<file path="config.mk">
export PLATFORM = sky130hd
export DESIGN_NAME = lookup_arbiter_flat
export DESIGN_NICKNAME = d
export VERILOG_FILES = /design/src/rtl/lookup_arbiter_pkg.sv /design/src/rtl/lookup_arbiter_if.sv /design/src/rtl/lookup_arbiter_rr_arbiter.sv /design/src/rtl/lookup_arbiter.sv /design/src/flat_wrapper.sv
export SDC_FILE = /design/constraint.sdc
export NUM_CORES = 1
export LEC_CHECK = 0
export BUFFER_PORTS_ARGS = -buffer_cell sky130_fd_sc_hd__buf_4
export CORE_AREA = 3 3 196 198
export DETAILED_ROUTE_END_ITERATION = 10
export DIE_AREA = 0 0 199 201
export GPL_TIMING_DRIVEN = 1
export PLACE_DENSITY_LB_ADDON = 0.08
export SLEW_MARGIN = 20
export SYNTH_ARGS = -nofsm -noshare
export SYNTH_HDL_FRONTEND = slang
export SYNTH_HIERARCHICAL = 1
export SYNTH_SLANG_ARGS = --single-unit
</file>
<file path="constraint.sdc">
create_clock -name sys_clk -period 6.8 [get_ports sys_clk]
set_input_delay 0.34 -clock sys_clk [delete_from_list [all_inputs] [get_ports sys_clk]]
set_output_delay 0.34 -clock sys_clk [all_outputs]
set_load 0.03 [all_outputs]
</file>
<file path="src/rtl/lookup_arbiter_pkg.sv">
// lookup_arb_pkg: shared types and default sizes for the lookup arbiter.
//   state_e     - arbiter FSM states (IDLE, ISSUE, WAIT, RESP)
//   *_DEF       - default port count, tuple width, mask width, timeout
package lookup_arb_pkg;

  typedef enum logic [1:0] {
    IDLE  = 2'd0,
    ISSUE = 2'd1,
    WAIT  = 2'd2,
    RESP  = 2'd3
  } state_e;

  localparam int NPORT_DEF   = 4;
  localparam int TUPLE_W_DEF = 96;
  localparam int PORT_W_DEF  = 4;
  localparam int TIMEOUT_DEF = 16;

endpackage

</file>
<file path="src/rtl/lookup_arbiter_if.sv">
// lookup_arbiter_if: request/response channel to the shared lookup engine.
//   lk_req      - one-cycle lookup request (arbiter -> engine)
//   lk_tuple    - tuple under lookup, held from ISSUE through WAIT
//   lk_ack      - engine acknowledge (engine -> arbiter)
//   lk_fwd_port - forwarding mask, valid with lk_ack
// Modports: master = arbiter side, slave = engine side.
interface lookup_arbiter_if
  import lookup_arb_pkg::*;
#(
  parameter int TUPLE_W = TUPLE_W_DEF,
  parameter int PORT_W  = PORT_W_DEF
);
  logic               lk_req;
  logic [TUPLE_W-1:0] lk_tuple;
  logic               lk_ack;
  logic [PORT_W-1:0]  lk_fwd_port;

  modport master (output lk_req, output lk_tuple, input lk_ack, input lk_fwd_port);
  modport slave  (input lk_req, input lk_tuple, output lk_ack, output lk_fwd_port);
endinterface

</file>
<file path="src/rtl/lookup_arbiter_rr_arbiter.sv">
// rr_arbiter: combinational round-robin selector.
//   req   - request vector
//   ptr   - highest-priority index; priority ascends from here with wrap
//   grant - one-hot winner
//   idx   - winner index
//   any   - at least one request present
module rr_arbiter #(
  parameter int  NPORT = 4,
  localparam int IDXW  = $clog2(NPORT)
) (
  input  logic [NPORT-1:0] req,
  input  logic [IDXW-1:0]  ptr,
  output logic [NPORT-1:0] grant,
  output logic [IDXW-1:0]  idx,
  output logic             any
);
  localparam logic [IDXW:0] NP = (IDXW+1)'(NPORT);

  // pos[k] is the port index holding priority rank k (0 = highest).
  logic [IDXW-1:0] pos [NPORT];

  generate
    for (genvar gi = 0; gi < NPORT; gi++) begin : g_pos
      logic [IDXW:0] sum;
      assign sum     = {1'b0, ptr} + (IDXW+1)'(gi);
      assign pos[gi] = (sum >= NP) ? IDXW'(sum - NP) : IDXW'(sum);
    end
  endgenerate

  // Walk from lowest to highest priority so the last hit is the winner.
  always_comb begin
    grant = '0;
    idx   = '0;
    for (int k = NPORT - 1; k >= 0; k--) begin
      if (req[pos[k]]) begin
        grant         = '0;
        grant[pos[k]] = 1'b1;
        idx           = pos[k];
      end
    end
  end

  assign any = |req;
endmodule

</file>
<file path="src/rtl/lookup_arbiter.sv">
// lookup_arbiter: shares one flow-lookup engine among NPORT ingress ports.
//   sys_clk, sys_rst_n - clock, asynchronous active-low reset
//   in_req/in_tuple    - per-port request level and 96-bit tuples
//   in_ack/in_fwd_port - one-hot one-cycle response strobe and result mask
//   lk (master)        - engine request/response channel
//   busy               - high whenever the FSM is not IDLE
//   timeout_err        - pulse with in_ack on an aborted lookup
// Optional feature: define LOOKUP_ARB_TIMEOUT_EN to abort a lookup after
// TIMEOUT WAIT cycles without lk_ack (result 0, timeout_err=1).
module lookup_arbiter
  import lookup_arb_pkg::*;
#(
  parameter int NPORT   = NPORT_DEF,
  parameter int TUPLE_W = TUPLE_W_DEF,
  parameter int PORT_W  = PORT_W_DEF,
  parameter int TIMEOUT = TIMEOUT_DEF
) (
  input  logic                     sys_clk,
  input  logic                     sys_rst_n,
  input  logic [NPORT-1:0]         in_req,
  input  logic [NPORT*TUPLE_W-1:0] in_tuple,
  output logic [NPORT-1:0]         in_ack,
  output logic [PORT_W-1:0]        in_fwd_port,
  lookup_arbiter_if.master         lk,
  output logic                     busy,
  output logic                     timeout_err
);
  localparam int IDXW = $clog2(NPORT);

  state_e             state_q, state_d;
  logic [IDXW-1:0]    ptr_q, ptr_d;
  logic [IDXW-1:0]    g_q, g_d;
  logic [NPORT-1:0]   gnt_q, gnt_d;
  logic [TUPLE_W-1:0] tuple_q, tuple_d;
  logic               lk_req_q, lk_req_d;
  logic [NPORT-1:0]   ack_q, ack_d;
  logic [PORT_W-1:0]  fwd_q, fwd_d;
  logic               busy_q, busy_d;

  logic [NPORT-1:0]   win_grant;
  logic [IDXW-1:0]    win_idx;
  logic               win_any;

`ifdef LOOKUP_ARB_TIMEOUT_EN
  localparam int CNT_W = $clog2(TIMEOUT + 1);
  logic [CNT_W-1:0] cnt_q, cnt_d;
  logic             err_q, err_d;
`else
  logic unused_timeout;
  assign unused_timeout = (TIMEOUT > 0);
`endif

  rr_arbiter #(.NPORT(NPORT)) u_rr (
    .req   (in_req),
    .ptr   (ptr_q),
    .grant (win_grant),
    .idx   (win_idx),
    .any   (win_any)
  );

  always_comb begin
    state_d  = state_q;
    ptr_d    = ptr_q;
    g_d      = g_q;
    gnt_d    = gnt_q;
    tuple_d  = tuple_q;
    lk_req_d = 1'b0;
    // Response outputs are nonzero only while in RESP.
    ack_d    = '0;
    fwd_d    = '0;
`ifdef LOOKUP_ARB_TIMEOUT_EN
    cnt_d    = cnt_q;
    err_d    = 1'b0;
`endif
    case (state_q)
      IDLE: begin
        if (win_any) begin
          g_d      = win_idx;
          gnt_d    = win_grant;
          tuple_d  = in_tuple[win_idx*TUPLE_W +: TUPLE_W];
          lk_req_d = 1'b1;
          state_d  = ISSUE;
        end
      end
      ISSUE: begin
        state_d = WAIT;
`ifdef LOOKUP_ARB_TIMEOUT_EN
        cnt_d   = '0;
`endif
      end
      WAIT: begin
        // lk_ack is only trusted here; elsewhere it may be stale or X.
        if (lk.lk_ack) begin
          ack_d   = gnt_q;
          fwd_d   = lk.lk_fwd_port;
          state_d = RESP;
        end
`ifdef LOOKUP_ARB_TIMEOUT_EN
        // cnt_q counts WAIT cycles already elapsed, so this is the last one.
        else if (cnt_q == CNT_W'(TIMEOUT - 1)) begin
          ack_d   = gnt_q;
          err_d   = 1'b1;
          state_d = RESP;
        end else begin
          cnt_d = cnt_q + 1'b1;
        end
`endif
      end
      RESP: begin
        ptr_d   = (g_q == IDXW'(NPORT - 1)) ? '0 : g_q + 1'b1;
        state_d = IDLE;
      end
      default: state_d = IDLE;
    endcase
    busy_d = (state_d != IDLE);
  end

  always_ff @(posedge sys_clk or negedge sys_rst_n) begin
    if (!sys_rst_n) begin
      state_q  <= IDLE;
      ptr_q    <= '0;
      g_q      <= '0;
      gnt_q    <= '0;
      tuple_q  <= '0;
      lk_req_q <= 1'b0;
      ack_q    <= '0;
      fwd_q    <= '0;
      busy_q   <= 1'b0;
`ifdef LOOKUP_ARB_TIMEOUT_EN
      cnt_q    <= '0;
      err_q    <= 1'b0;
`endif
    end else begin
      state_q  <= state_d;
      ptr_q    <= ptr_d;
      g_q      <= g_d;
      gnt_q    <= gnt_d;
      tuple_q  <= tuple_d;
      lk_req_q <= lk_req_d;
      ack_q    <= ack_d;
      fwd_q    <= fwd_d;
      busy_q   <= busy_d;
`ifdef LOOKUP_ARB_TIMEOUT_EN
      cnt_q    <= cnt_d;
      err_q    <= err_d;
`endif
    end
  end

  assign lk.lk_req   = lk_req_q;
  assign lk.lk_tuple = tuple_q;
  assign in_ack      = ack_q;
  assign in_fwd_port = fwd_q;
  assign busy        = busy_q;
`ifdef LOOKUP_ARB_TIMEOUT_EN
  assign timeout_err = err_q;
`else
  assign timeout_err = 1'b0;
`endif
endmodule
</file>
<file path="src/flat_wrapper.sv">
// flat-port wrapper written by rule: the top's interface ports become plain ports
module lookup_arbiter_flat import lookup_arb_pkg::*;
#(
  parameter int NPORT   = NPORT_DEF,
  parameter int TUPLE_W = TUPLE_W_DEF,
  parameter int PORT_W  = PORT_W_DEF,
  parameter int TIMEOUT = TIMEOUT_DEF
)
  (sys_clk, sys_rst_n, in_req, in_tuple, in_ack, in_fwd_port, busy, timeout_err, lk_lk_req, lk_lk_tuple, lk_lk_ack, lk_lk_fwd_port);
  lookup_arbiter_if #(.TUPLE_W(TUPLE_W), .PORT_W(PORT_W)) lk_i ();
  input  logic sys_clk;
  input  logic sys_rst_n;
  input  logic [NPORT-1:0] in_req;
  input  logic [NPORT*TUPLE_W-1:0] in_tuple;
  output logic [NPORT-1:0] in_ack;
  output logic [PORT_W-1:0] in_fwd_port;
  output logic busy;
  output logic timeout_err;
  output wire logic [$bits(lk_i.lk_req)-1:0] lk_lk_req;
  output wire logic [$bits(lk_i.lk_tuple)-1:0] lk_lk_tuple;
  input wire logic [$bits(lk_i.lk_ack)-1:0] lk_lk_ack;
  input wire logic [$bits(lk_i.lk_fwd_port)-1:0] lk_lk_fwd_port;
  assign lk_lk_req = lk_i.lk_req;
  assign lk_lk_tuple = lk_i.lk_tuple;
  assign lk_i.lk_ack = lk_lk_ack;
  assign lk_i.lk_fwd_port = lk_lk_fwd_port;
  lookup_arbiter #(.NPORT(NPORT), .TUPLE_W(TUPLE_W), .PORT_W(PORT_W), .TIMEOUT(TIMEOUT)) u_core (.sys_clk(sys_clk), .sys_rst_n(sys_rst_n), .in_req(in_req), .in_tuple(in_tuple), .in_ack(in_ack), .in_fwd_port(in_fwd_port), .lk(lk_i), .busy(busy), .timeout_err(timeout_err));
endmodule
</file>
==> out/results.tsv <==
metric	value	unit
Core Area	36700	sq um
Initial DRC Count	265	
DR pass1 iterations	5	
IO Pins	502	
wire length of the first global-routing pass	48700	um
full die area	40000	sq um
Final Wtd Congestion	0.811	
critical path arrival	4.21	ns
initial antenna violation count	0	
drt total wl	33800	um
die height	201	um
Reg power frac	0.202	
Final period util	0.583	
maxcap violations	0	
worst endpoint required time	7.05	ns
Buf/Inv on CP	2	
biggest area consumer among synthesized cells	dfrtp_1	
Final Skew	0.00957	ns
initial core utilization	0.201	
setup slack at placement	2.84	ns
Peak VDD IR	395	uV
register area share after synthesis	0.393	
H-tree Lvls	4	
number of synthesized flops with an enable pin	0	
largest net degree at the start of global routing	108	
hold crit path type	input pin to asynchronous set/reset pin	
RSZ-0062 raised after global routing	no	
grt ovf	0	
Final Max Tran Viols	0	
P_int	3.28	mW
Final nets	1528	
number of global-route vias before repair	7675	
clk buf depth	2	
CTS tree	built	
Rel. slew slack	0.363	
clock-pin slew on the worst setup and hold paths	0.06	ns
CTS hold repair buffers	0	
most frequent cells in the layout	506 x buf_4, 196 x mux2i_1, 116 x dfrtp_1, 100 x nand2_1, 56 x o221ai_1	
FF-to-FF Start	u_core/ptr_q[0]	
combinational power share	0.623	
cells after synthesis	650	
Synth area leaders	dfrtp_1 39%, mux2i_1 27%, o221ai_2 8.1%	
Mean Syn Cell Area	11.4	sq um
DRC violations left	0	
Synth Flop Type	dfrtp_1	
layout filler cell count	3811	
critical path's largest stage delay	0.71	ns
IO Port Bufs	500	
critical path cell sequence	inv_1 > ha_1 > mux2_2 > o21ai_0 > o2bb2ai_1 > nand2b_4 > buf_4 > o221ai_1	
kind of critical path	flop to flop	
most common cell after layout, fill and taps aside	buf_4	
violations in the final reports	negative hold slack	
post-DP HPWL	26000	um
Ant. Diodes	0	
final setup fails	0	
Post-CTS Resized	0	
crit start category	flop	
setup_tns	0	ns
Die Width	199	um
syn nets	1058	
antenna-violating nets left	0	
worst skew pair latency	0.42	ns
outcome	finished with violations	
Clock Power Share	0.175	
area share of the largest cell type after synthesis	0.393	
Critical-path top delay cell	nand2b_4	
# rows	70	
Tot Pwr	6.04	mW
CP delay by family, top	buffers and inverters	
critical path peak fanout	58	
asr flop ratio synth	1.00	
share of cells above drive strength 1	0.527	
final setup margin	2.84	ns
Peak Freq	252	MHz
Sw Share	0.457	
Via density	4.46	
total number of vias	7144	
Worst Hold Slack	-0.0111	ns
Final Hold Violating Endpoints	3	
clock root cell	clkbuf_16	
count of cell types in the netlist	42	
Post-CTS Setup Repair Bufs	0	
Sw Pwr	2.76	mW
wire length per cell	21.1	um
area of the mapped netlist	7380	sq um
Tightest Pin Transition	0.955	ns
yosys warns	6	
Pleak	6.16	nW
clock sinks	116	
flops & latches, synth	116	
Layout Area Growth over Synthesis	64.4	%
Worst Setup End Kind	flop	
Pwr Density	498	nW/um^2
Num CTS Buffers	17	
min cycle time layout	3.96	ns
CP startpoint	u_core/ptr_q[0]	
GRT Overall Usage	0.163	
-- stage by stage --
stage               utilization  area (sq um)  instances
finish                    0.331         12100       1601
detailed placement        0.312         11500       1569
CTS                       0.331         12100       1601
global route              0.331         12100       1601
global placement          0.312         11500       1569
floorplan                     -          7380        650
-- final timing paths --
check,endpoint,slack [ns],depth (start not counted)
setup / recovery,u_core/lk.lk_tuple[82],2.84,8
hold / removal,u_core/in_fwd_port[3],-0.01,1
setup reg to reg,u_core/lk.lk_tuple[82],2.84,8
hold reg to reg,u_core/lk.lk_tuple[3],0.49,2
max in group asynchronous,u_core/lk.lk_tuple[36],5.37,2
min in group sys_clk,u_core/in_fwd_port[2],0.17,2
-- synthesized netlist by cell type, types with 2 or more instances --
cell,count
mux2_2,10
o221ai_2,40
mux2i_1,196
a31oi_1,3
buf_2,17
a21oi_1,4
and3_1,8
ha_1,13
a22oi_1,3
nand2b_1,2
inv_1,5
dfrtp_1,116
nand2_1,100
o21ai_0,2
buf_6,11
buf_4,11
nor2_1,7
nand2_2,2
o221ai_1,56
nand4_1,5
a21o_1,2
nand3_1,2
clkbuf_1,16
-- flip-flops by register name, summed over array words and instances, names as in the netlist --
name                cells
u_core/busy             1
u_core/g_q              2
u_core/gnt_q            4
u_core/in_ack           4
u_core/state_q          2
u_core/in_fwd_port      4
u_core/lk.lk_req        1
u_core/lk.lk_tuple     96
u_core/ptr_q            2
-- power by group through the flow --
stage          combinational, mW  sequential, mW  clock [mW]
6_report                    3.77            1.22        1.06
5_1_grt                     4.04            1.26        1.13
4_1_cts                     3.84            1.22        1.10
3_5_place_dp                3.84            1.23           0
3_3_place_gp                3.84            1.23           0
2_1_floorplan               2.12            1.76           0
-- routing by layer --
metal	vias to the layer above	wire, um	share of wire	track usage
li1	3429	-	-	-
met1	3458	13500	0.40	0.196
met2	236	17900	0.53	0.292
met3	21	1880	0.056	0.0356
met4	0	493	0.015	0.0424
met5	-	0	0	0
-- kinds of logic (layout without fill, tap and decap cells) --
| logic type | after synthesis | in the layout | synth area share |
|---|---|---|---|
| flops | 116 | 116 | 0.393 |
| simple gates | 134 | 134 | 0.0783 |
| other cells | 1 | 1 | 0.000508 |
| mux | 208 | 208 | 0.288 |
| compound gates | 116 | 116 | 0.166 |
| fa+ha+maj | 13 | 13 | 0.0220 |
| buf+inv | 62 | 545 | 0.0517 |
-- area by class of cell --
class                   instances  area [sq um]  area share
clock buffers                  23           478      0.0394
clock inverters                 9           198      0.0163
well taps                     468           586      0.0483
multi-input cells             472          4120       0.340
flip-flops and latches        116          2900       0.239
inverters                       6          25.0     0.00206
repair buffers                507          3820       0.315
(Power assumes the default switching activity.)
